**src/rtl/hls_kernel_driver_if.sv**
```systemverilog
// Bus bundle between a host/stream source, the kernel driver and one kernel instance.
// Optional completion handshake signals exist only when KDRV_DONE_PORT_EN is defined.
interface hls_kernel_driver_if #(
  parameter int unsigned DATA_W = 32,
  parameter int unsigned CNT_W  = 16
);
  logic [DATA_W-1:0] in_a;
  logic [DATA_W-1:0] in_b;
  logic              in_valid;
  logic              in_ready;
  logic [DATA_W-1:0] res_data;
  logic [CNT_W-1:0]  res_cycles;
  logic              res_valid;
  logic              res_ready;
  logic [DATA_W-1:0] k_a;
  logic [DATA_W-1:0] k_b;
  logic              k_rst_n;
  logic [DATA_W-1:0] k_ret;
  logic              busy;
`ifdef KDRV_DONE_PORT_EN
  logic              k_done;
  logic              res_timeout;
`endif

  // Driver side.
  modport master (
    input  in_a, in_b, in_valid, res_ready, k_ret,
    output in_ready, res_data, res_cycles, res_valid, k_a, k_b, k_rst_n, busy
`ifdef KDRV_DONE_PORT_EN
    , input  k_done
    , output res_timeout
`endif
  );

  // Source, consumer and kernel side.
  modport slave (
    output in_a, in_b, in_valid, res_ready, k_ret,
    input  in_ready, res_data, res_cycles, res_valid, k_a, k_b, k_rst_n, busy
`ifdef KDRV_DONE_PORT_EN
    , output k_done
    , input  res_timeout
`endif
  );
endinterface

```
**src/rtl/hls_kernel_driver.sv**
```systemverilog
// Caller-side initiator for single-shot HLS kernels: latch operands, pulse the kernel
// reset, wait a fixed completion budget, capture return_val and hand it out.
// Optional macro KDRV_DONE_PORT_EN adds an early-completion input (k_done) and a
// res_timeout flag.
module hls_kernel_driver #(
  parameter int unsigned DATA_W     = 32,
  parameter int unsigned RST_CYCLES = 2,
  parameter int unsigned LAT_CYCLES = 64,
  parameter int unsigned CNT_W      = 16
) (
  input logic                 sys_clk,
  input logic                 sys_rst_n,
  hls_kernel_driver_if.master bus
);

  if (RST_CYCLES < 1 || LAT_CYCLES < 1 || CNT_W < 1 || CNT_W > 32 ||
      64'(RST_CYCLES) >= (64'd1 << CNT_W) ||
      64'(LAT_CYCLES) >= (64'd1 << CNT_W)) begin : g_bad_params
    $error("hls_kernel_driver: RST_CYCLES/LAT_CYCLES must be in [1, 2^CNT_W)");
  end

  localparam logic [CNT_W-1:0] RstLast = CNT_W'(RST_CYCLES - 1);
  localparam logic [CNT_W-1:0] LatLast = CNT_W'(LAT_CYCLES - 1);

  typedef enum logic [2:0] {StIdle, StKrst, StRun, StCapt, StResp} state_e;

  state_e            state_q, state_d;
  logic [CNT_W-1:0]  cnt_q, cnt_d;
  logic [DATA_W-1:0] k_a_q, k_a_d;
  logic [DATA_W-1:0] k_b_q, k_b_d;
  logic              k_rst_n_q, k_rst_n_d;
  logic [DATA_W-1:0] res_data_q, res_data_d;
  logic [CNT_W-1:0]  res_cycles_q, res_cycles_d;
  logic              res_valid_q, res_valid_d;
`ifdef KDRV_DONE_PORT_EN
  logic              res_timeout_q, res_timeout_d;
`endif

  // State and datapath registers; async reset also yanks the kernel back into reset.
  always_ff @(posedge sys_clk or negedge sys_rst_n) begin
    if (!sys_rst_n) begin
      state_q       <= StIdle;
      cnt_q         <= '0;
      k_a_q         <= '0;
      k_b_q         <= '0;
      k_rst_n_q     <= 1'b0;
      res_data_q    <= '0;
      res_cycles_q  <= '0;
      res_valid_q   <= 1'b0;
`ifdef KDRV_DONE_PORT_EN
      res_timeout_q <= 1'b0;
`endif
    end else begin
      state_q       <= state_d;
      cnt_q         <= cnt_d;
      k_a_q         <= k_a_d;
      k_b_q         <= k_b_d;
      k_rst_n_q     <= k_rst_n_d;
      res_data_q    <= res_data_d;
      res_cycles_q  <= res_cycles_d;
      res_valid_q   <= res_valid_d;
`ifdef KDRV_DONE_PORT_EN
      res_timeout_q <= res_timeout_d;
`endif
    end
  end

  // Next-state logic for the call sequence IDLE -> KRST -> RUN -> CAPT -> RESP.
  always_comb begin
    state_d       = state_q;
    cnt_d         = cnt_q;
    k_a_d         = k_a_q;
    k_b_d         = k_b_q;
    k_rst_n_d     = k_rst_n_q;
    res_data_d    = res_data_q;
    res_cycles_d  = res_cycles_q;
    res_valid_d   = res_valid_q;
`ifdef KDRV_DONE_PORT_EN
    res_timeout_d = res_timeout_q;
`endif
    unique case (state_q)
      StIdle: begin
        // in_ready is high in this state, so in_valid alone completes the handshake.
        if (bus.in_valid) begin
          k_a_d   = bus.in_a;
          k_b_d   = bus.in_b;
          cnt_d   = '0;
          state_d = StKrst;
        end
      end
      StKrst: begin
        if (cnt_q == RstLast) begin
          cnt_d     = '0;
          k_rst_n_d = 1'b1;
          state_d   = StRun;
        end else begin
          cnt_d = cnt_q + CNT_W'(1);
        end
      end
      StRun: begin
        // Counter holds on exit so CAPT reports the number of RUN cycles as cnt_q + 1.
`ifdef KDRV_DONE_PORT_EN
        if (bus.k_done) begin
          res_timeout_d = 1'b0;
          state_d       = StCapt;
        end else if (cnt_q == LatLast) begin
          res_timeout_d = 1'b1;
          state_d       = StCapt;
        end else begin
          cnt_d = cnt_q + CNT_W'(1);
        end
`else
        if (cnt_q == LatLast) begin
          state_d = StCapt;
        end else begin
          cnt_d = cnt_q + CNT_W'(1);
        end
`endif
      end
      StCapt: begin
        res_data_d   = bus.k_ret;
        res_cycles_d = cnt_q + CNT_W'(1);
        res_valid_d  = 1'b1;
        k_rst_n_d    = 1'b0;
        state_d      = StResp;
      end
      StResp: begin
        if (bus.res_ready) begin
          res_valid_d = 1'b0;
          state_d     = StIdle;
        end
      end
      default: state_d = StIdle;
    endcase
  end

  assign bus.in_ready    = (state_q == StIdle);
  assign bus.busy        = (state_q != StIdle);
  assign bus.k_a         = k_a_q;
  assign bus.k_b         = k_b_q;
  assign bus.k_rst_n     = k_rst_n_q;
  assign bus.res_data    = res_data_q;
  assign bus.res_cycles  = res_cycles_q;
  assign bus.res_valid   = res_valid_q;
`ifdef KDRV_DONE_PORT_EN
  assign bus.res_timeout = res_timeout_q;
`endif

endmodule
```
**src/flat_wrapper.sv**
```systemverilog
// flat-port wrapper written by rule: the top's interface ports become plain ports
module hls_kernel_driver_flat 
#(
  parameter int unsigned DATA_W     = 32,
  parameter int unsigned RST_CYCLES = 2,
  parameter int unsigned LAT_CYCLES = 64,
  parameter int unsigned CNT_W      = 16
)
  (sys_clk, sys_rst_n, bus_in_a, bus_in_b, bus_in_valid, bus_res_ready, bus_k_ret, bus_in_ready, bus_res_data, bus_res_cycles, bus_res_valid, bus_k_a, bus_k_b, bus_k_rst_n, bus_busy);
  hls_kernel_driver_if #(.DATA_W(DATA_W), .CNT_W(CNT_W)) bus_i ();
  input logic sys_clk;
  input logic sys_rst_n;
  input wire logic [$bits(bus_i.in_a)-1:0] bus_in_a;
  input wire logic [$bits(bus_i.in_b)-1:0] bus_in_b;
  input wire logic [$bits(bus_i.in_valid)-1:0] bus_in_valid;
  input wire logic [$bits(bus_i.res_ready)-1:0] bus_res_ready;
  input wire logic [$bits(bus_i.k_ret)-1:0] bus_k_ret;
  output wire logic [$bits(bus_i.in_ready)-1:0] bus_in_ready;
  output wire logic [$bits(bus_i.res_data)-1:0] bus_res_data;
  output wire logic [$bits(bus_i.res_cycles)-1:0] bus_res_cycles;
  output wire logic [$bits(bus_i.res_valid)-1:0] bus_res_valid;
  output wire logic [$bits(bus_i.k_a)-1:0] bus_k_a;
  output wire logic [$bits(bus_i.k_b)-1:0] bus_k_b;
  output wire logic [$bits(bus_i.k_rst_n)-1:0] bus_k_rst_n;
  output wire logic [$bits(bus_i.busy)-1:0] bus_busy;
  assign bus_i.in_a = bus_in_a;
  assign bus_i.in_b = bus_in_b;
  assign bus_i.in_valid = bus_in_valid;
  assign bus_i.res_ready = bus_res_ready;
  assign bus_i.k_ret = bus_k_ret;
  assign bus_in_ready = bus_i.in_ready;
  assign bus_res_data = bus_i.res_data;
  assign bus_res_cycles = bus_i.res_cycles;
  assign bus_res_valid = bus_i.res_valid;
  assign bus_k_a = bus_i.k_a;
  assign bus_k_b = bus_i.k_b;
  assign bus_k_rst_n = bus_i.k_rst_n;
  assign bus_busy = bus_i.busy;
  hls_kernel_driver #(.DATA_W(DATA_W), .RST_CYCLES(RST_CYCLES), .LAT_CYCLES(LAT_CYCLES), .CNT_W(CNT_W)) u_core (.sys_clk(sys_clk), .sys_rst_n(sys_rst_n), .bus(bus_i));
endmodule
```
**config.mk**
```make
export PLATFORM = sky130hd
export DESIGN_NAME = hls_kernel_driver_flat
export DESIGN_NICKNAME = d
export VERILOG_FILES = /design/src/rtl/hls_kernel_driver_if.sv /design/src/rtl/hls_kernel_driver.sv /design/src/flat_wrapper.sv
export SDC_FILE = /design/constraint.sdc
export NUM_CORES = 1
export LEC_CHECK = 0
export ABC_CLOCK_PERIOD_IN_PS = 3500
export BUFFER_PORTS_ARGS = -buffer_cell sky130_fd_sc_hd__buf_2
export CORE_ASPECT_RATIO = 1.1
export CORE_MARGIN = 4
export CORE_UTILIZATION = 52
export CTS_CLUSTER_DIAMETER = 30
export DETAILED_ROUTE_END_ITERATION = 10
export PLACE_DENSITY = 0.87
export SLEW_MARGIN = 20
export SYNTH_ARGS = -nofsm -noshare
export SYNTH_HDL_FRONTEND = slang
export SYNTH_SLANG_ARGS = --single-unit
export TNS_END_PERCENT = 10
```
**constraint.sdc**
```tcl
create_clock -name sys_clk -period 3.5 [get_ports sys_clk]
set_input_delay 0.35 -clock sys_clk [delete_from_list [all_inputs] [get_ports sys_clk]]
set_output_delay 0.35 -clock sys_clk [all_outputs]
set_load 0.01 [all_outputs]
```
==> run_results.csv <==
group,metric,value,unit
synth,ys_types,42,
placement,place_area,6650,sq um
synth,syn_avg_cell_area,13.4,sq um
clock_tree,cts_tree,"done",
synth,synth_area_leader_cell,"dfrtp_1",
synth,muxShareOfSynthArea,19.7,%
synth,synth_compound_area_share,6.21,%
route,via_per_inst,5.27,
clock_tree,clk_latency,0.40,ns
critical_path,critPathCapture,"u_core.bus.k_a[10]",
critical_path,crit_fanout,64,
placement,dpl.hpwl,9800,um
synth,synth_flop_cell,"dfrtp_1",
clock_tree,clock_path_buffers,2,
synth,synthAdderAreaFrac,0.457,%
floorplanning,io_pins,216,
grt,antenna_found_initial,2,
synth,synth_area_leaders,"dfrtp_1, mux2_2, nand2_1",
synth,ys_warn_count,0,
layout,fillers,744,
grt,grt_pass1_wl,20700,um
sta,tightestPinTransition,0.966,ns
synth,synthDominantCellAreaShare,60.7,%
critical_path,end_kind,"register",
run,maxCapViolations,0,
synth,synth.ff_latch_count,133,
clock_tree,clkTransAtPathRegs,0.06,ns
sta,max_clock_freq,0.420,GHz
placement,gp_congestion,0.882,
critical_path,worstSetupStartpoint,"u_core.state_q[1]",
sta,tns,0,ns
layout,final_util,70.2,%
clock_tree,htreeDepth,4,
route,initialDrtViolationCount,146,
clock_tree,post_cts_resized,0,
sta,drv_slew,0,
sta,slew-limit-headroom,35.6,%
grt,grt_max_degree,111,
critical_path,r2r-start,"u_core.state_q[1]",
layout,fin_nets,723,
synth,synth_top_family_by_area,"multiplexers",
route,totalWireLength,13200,um
route,drt_pre_antenna_iters,4,
clock_tree,post_cts_buffers,0,
grt,met2_usage,37.0,%
synth,netlist_area,5480,sq um
critical_path,rr_worst_depth,5,
route,drc,0,
power,p_leak,0.00351,uW
floorplanning,die_area,12200,sq um
grt,first_global_vias,4115,
route,postRouteAntennaNets,0,
sta,rsz0062_at_grt,"false",
floorplanning,num_rows,39,
layout,layout-drive-gt1-share,56.8,%
floorplanning,die_y,116,um
worst_hold_path,hold_class,"primary input to async pin",
power,ir_drop,0.000430,V
sta,finalCritPeriodShare,68.0,%
sta,clock_skew,0.00696,ns
critical_path,critPathKind,"register to register",
clock_tree,numClockSinks,133,
synth,synthCells,408,
sta,setup_viol,0,
grt,met3_usage,7.80,%
critical_path,cp.required,3.78,ns
layout,n_antenna_cell,0,
synth,synth-async-reset-ratio,100,%
synth,synth-edff-count,0,
route,vias,4096,
floorplanning,initial_core_util,53.0,%
grt,top_usage_layer,"met2",
clock_tree,cts_root_buf,"clkbuf_16",
synth,synth_commonest_cells,"dfrtp_1, mux2_2, nand2_1",
floorplanning,fp.dieW,106,um
sta,period_needed,2.38,ns
synth,synth.most_common_cell,"dfrtp_1",
synth,synthesis.nets,510,
critical_path,cp.arrival,2.66,ns
critical_path,reg2reg_to,"u_core.bus.k_a[10]",
grt,grt_usage,21.5,%
critical_path,start_kind,"register",
layout,syn2layout_area_growth,32.4,%
power,p_per_area,975,nW/um^2
layout,fin_area,7260,sq um
placement,port_buffers,215,
floorplanning,core-area,10300,sq um
sta,hold_viol,0,
clock_tree,cts_made_buffers,17,
synth,synthSimpleGateAreaFrac,7.99,%
grt,grt_use_met1,25.2,%
critical_path,reg2reg_slack,1.12,ns
clock_tree,postCtsHoldBufs,0,
synth,synth_xor_area_share,2.24,%
status,status,"finished, final reports clean",
grt,overflow,0,
synth,seq_area_frac_synth,60.7,%
route,post_drt_wl_per_cell,17.0,um
==> sequential cells by signal (all words and copies together) (netlist names) <==
signal and flops:
u_core.bus.res_data 32, u_core.bus.k_b 32, u_core.bus.res_cycles 16, u_core.bus.k_rst_n 1, u_core.bus.k_a 32, u_core.cnt_q 16
u_core.state_q 3, u_core.bus.res_valid 1
==> cell type report <==
cell class	instances	area, sq um	share of cell area [%]
well taps	143	179	2.47
clock buffers	21	480	6.62
multi-input cells	245	2020	27.8
clock inverters	11	123	1.69
flip-flops and latches	133	3330	45.9
repair buffers	219	1110	15.3
inverters	5	18.8	0.259
==> worst min-delay path by stage <==
stage,cells after the start,slack [ns],end,from
after detailed placement,2,0.47,u_core.bus.res_cycles[12],u_core.bus.res_cycles[12]
after CTS,1,0.13,u_core.bus.res_cycles[1],sys_rst_n
after floorplan,0,0.05,u_core.bus.k_a[0],sys_rst_n
after global placement,2,0.46,u_core.bus.res_cycles[8],u_core.bus.res_cycles[8]
after global routing,2,0.16,u_core.bus.k_b[27],bus_in_b[27]
final,1,0.09,u_core.bus.res_cycles[1],sys_rst_n
==> report_power, final <==
group / leakage (uW) / internal, uW / switching (uW)
Sequential: 0.00163 / 2240 / 451
Combinational: 0.00160 / 1290 / 1320
Clock: 0.000288 / 1130 / 649
Total: 0.00351 / 4660 / 2420
==> critical path, cell delays in order (launching register included) <==
cell and delay (ns):
dfrtp_1 0.55, or3_1 0.43, inv_1 0.07, and2_2 0.13, buf_4 0.60, mux2_2 0.42
==> layout by cell type (no fill, tap or decap), types with 3 or more instances in the layout <==
cell type | netlist | routed
nand2b_1 | 5 | 5
mux2_2 | 96 | 96
a21oi_1 | 12 | 12
clkinvlp_4 | 0 | 4
clkbuf_8 | 0 | 4
xnor2_1 | 7 | 7
a31oi_1 | 10 | 10
clkinv_2 | 0 | 3
inv_1 | 5 | 5
o21ai_0 | 18 | 18
nand4_1 | 3 | 3
nor2_1 | 8 | 8
xor2_1 | 7 | 7
or4_4 | 3 | 3
nand2_1 | 30 | 29
buf_4 | 0 | 4
and3_1 | 3 | 3
dfrtp_1 | 133 | 133
buf_2 | 9 | 214
nand3_1 | 7 | 7
clkbuf_16 | 0 | 17
==> logic make-up after synthesis <==
| logic type | after synthesis |
|---|---|
| xor gates and xnor gates | 14 |
| muxes | 96 |
| AOI/OAI and AO/OA | 55 |
| and+or+nand+nor | 78 |
| DFF | 133 |
| adders and majority gates | 2 |
| buffers and inverters | 30 |
==> stage by stage <==
stage	total power [uW]	hold slack (ns)	cells	setup slack [ns]
floorplan	4290	0.0544	408	1.41
global placement	5210	0.461	745	1.23
detailed placement	5350	0.467	745	1.15
CTS	7140	0.129	777	1.14
global route	7510	0.163	777	0.994
finish	7080	0.0901	777	1.12
==> layer usage <==
metal	routed length (um)	share of wire, %	vias up
li1	-	-	1878
met1	5070	38	2012
met2	6830	52	174
met3	1040	7.8	28
met4	265	2.0	4
met5	34	0.26	-
Note: power is estimated with default switching activity, not from simulation.
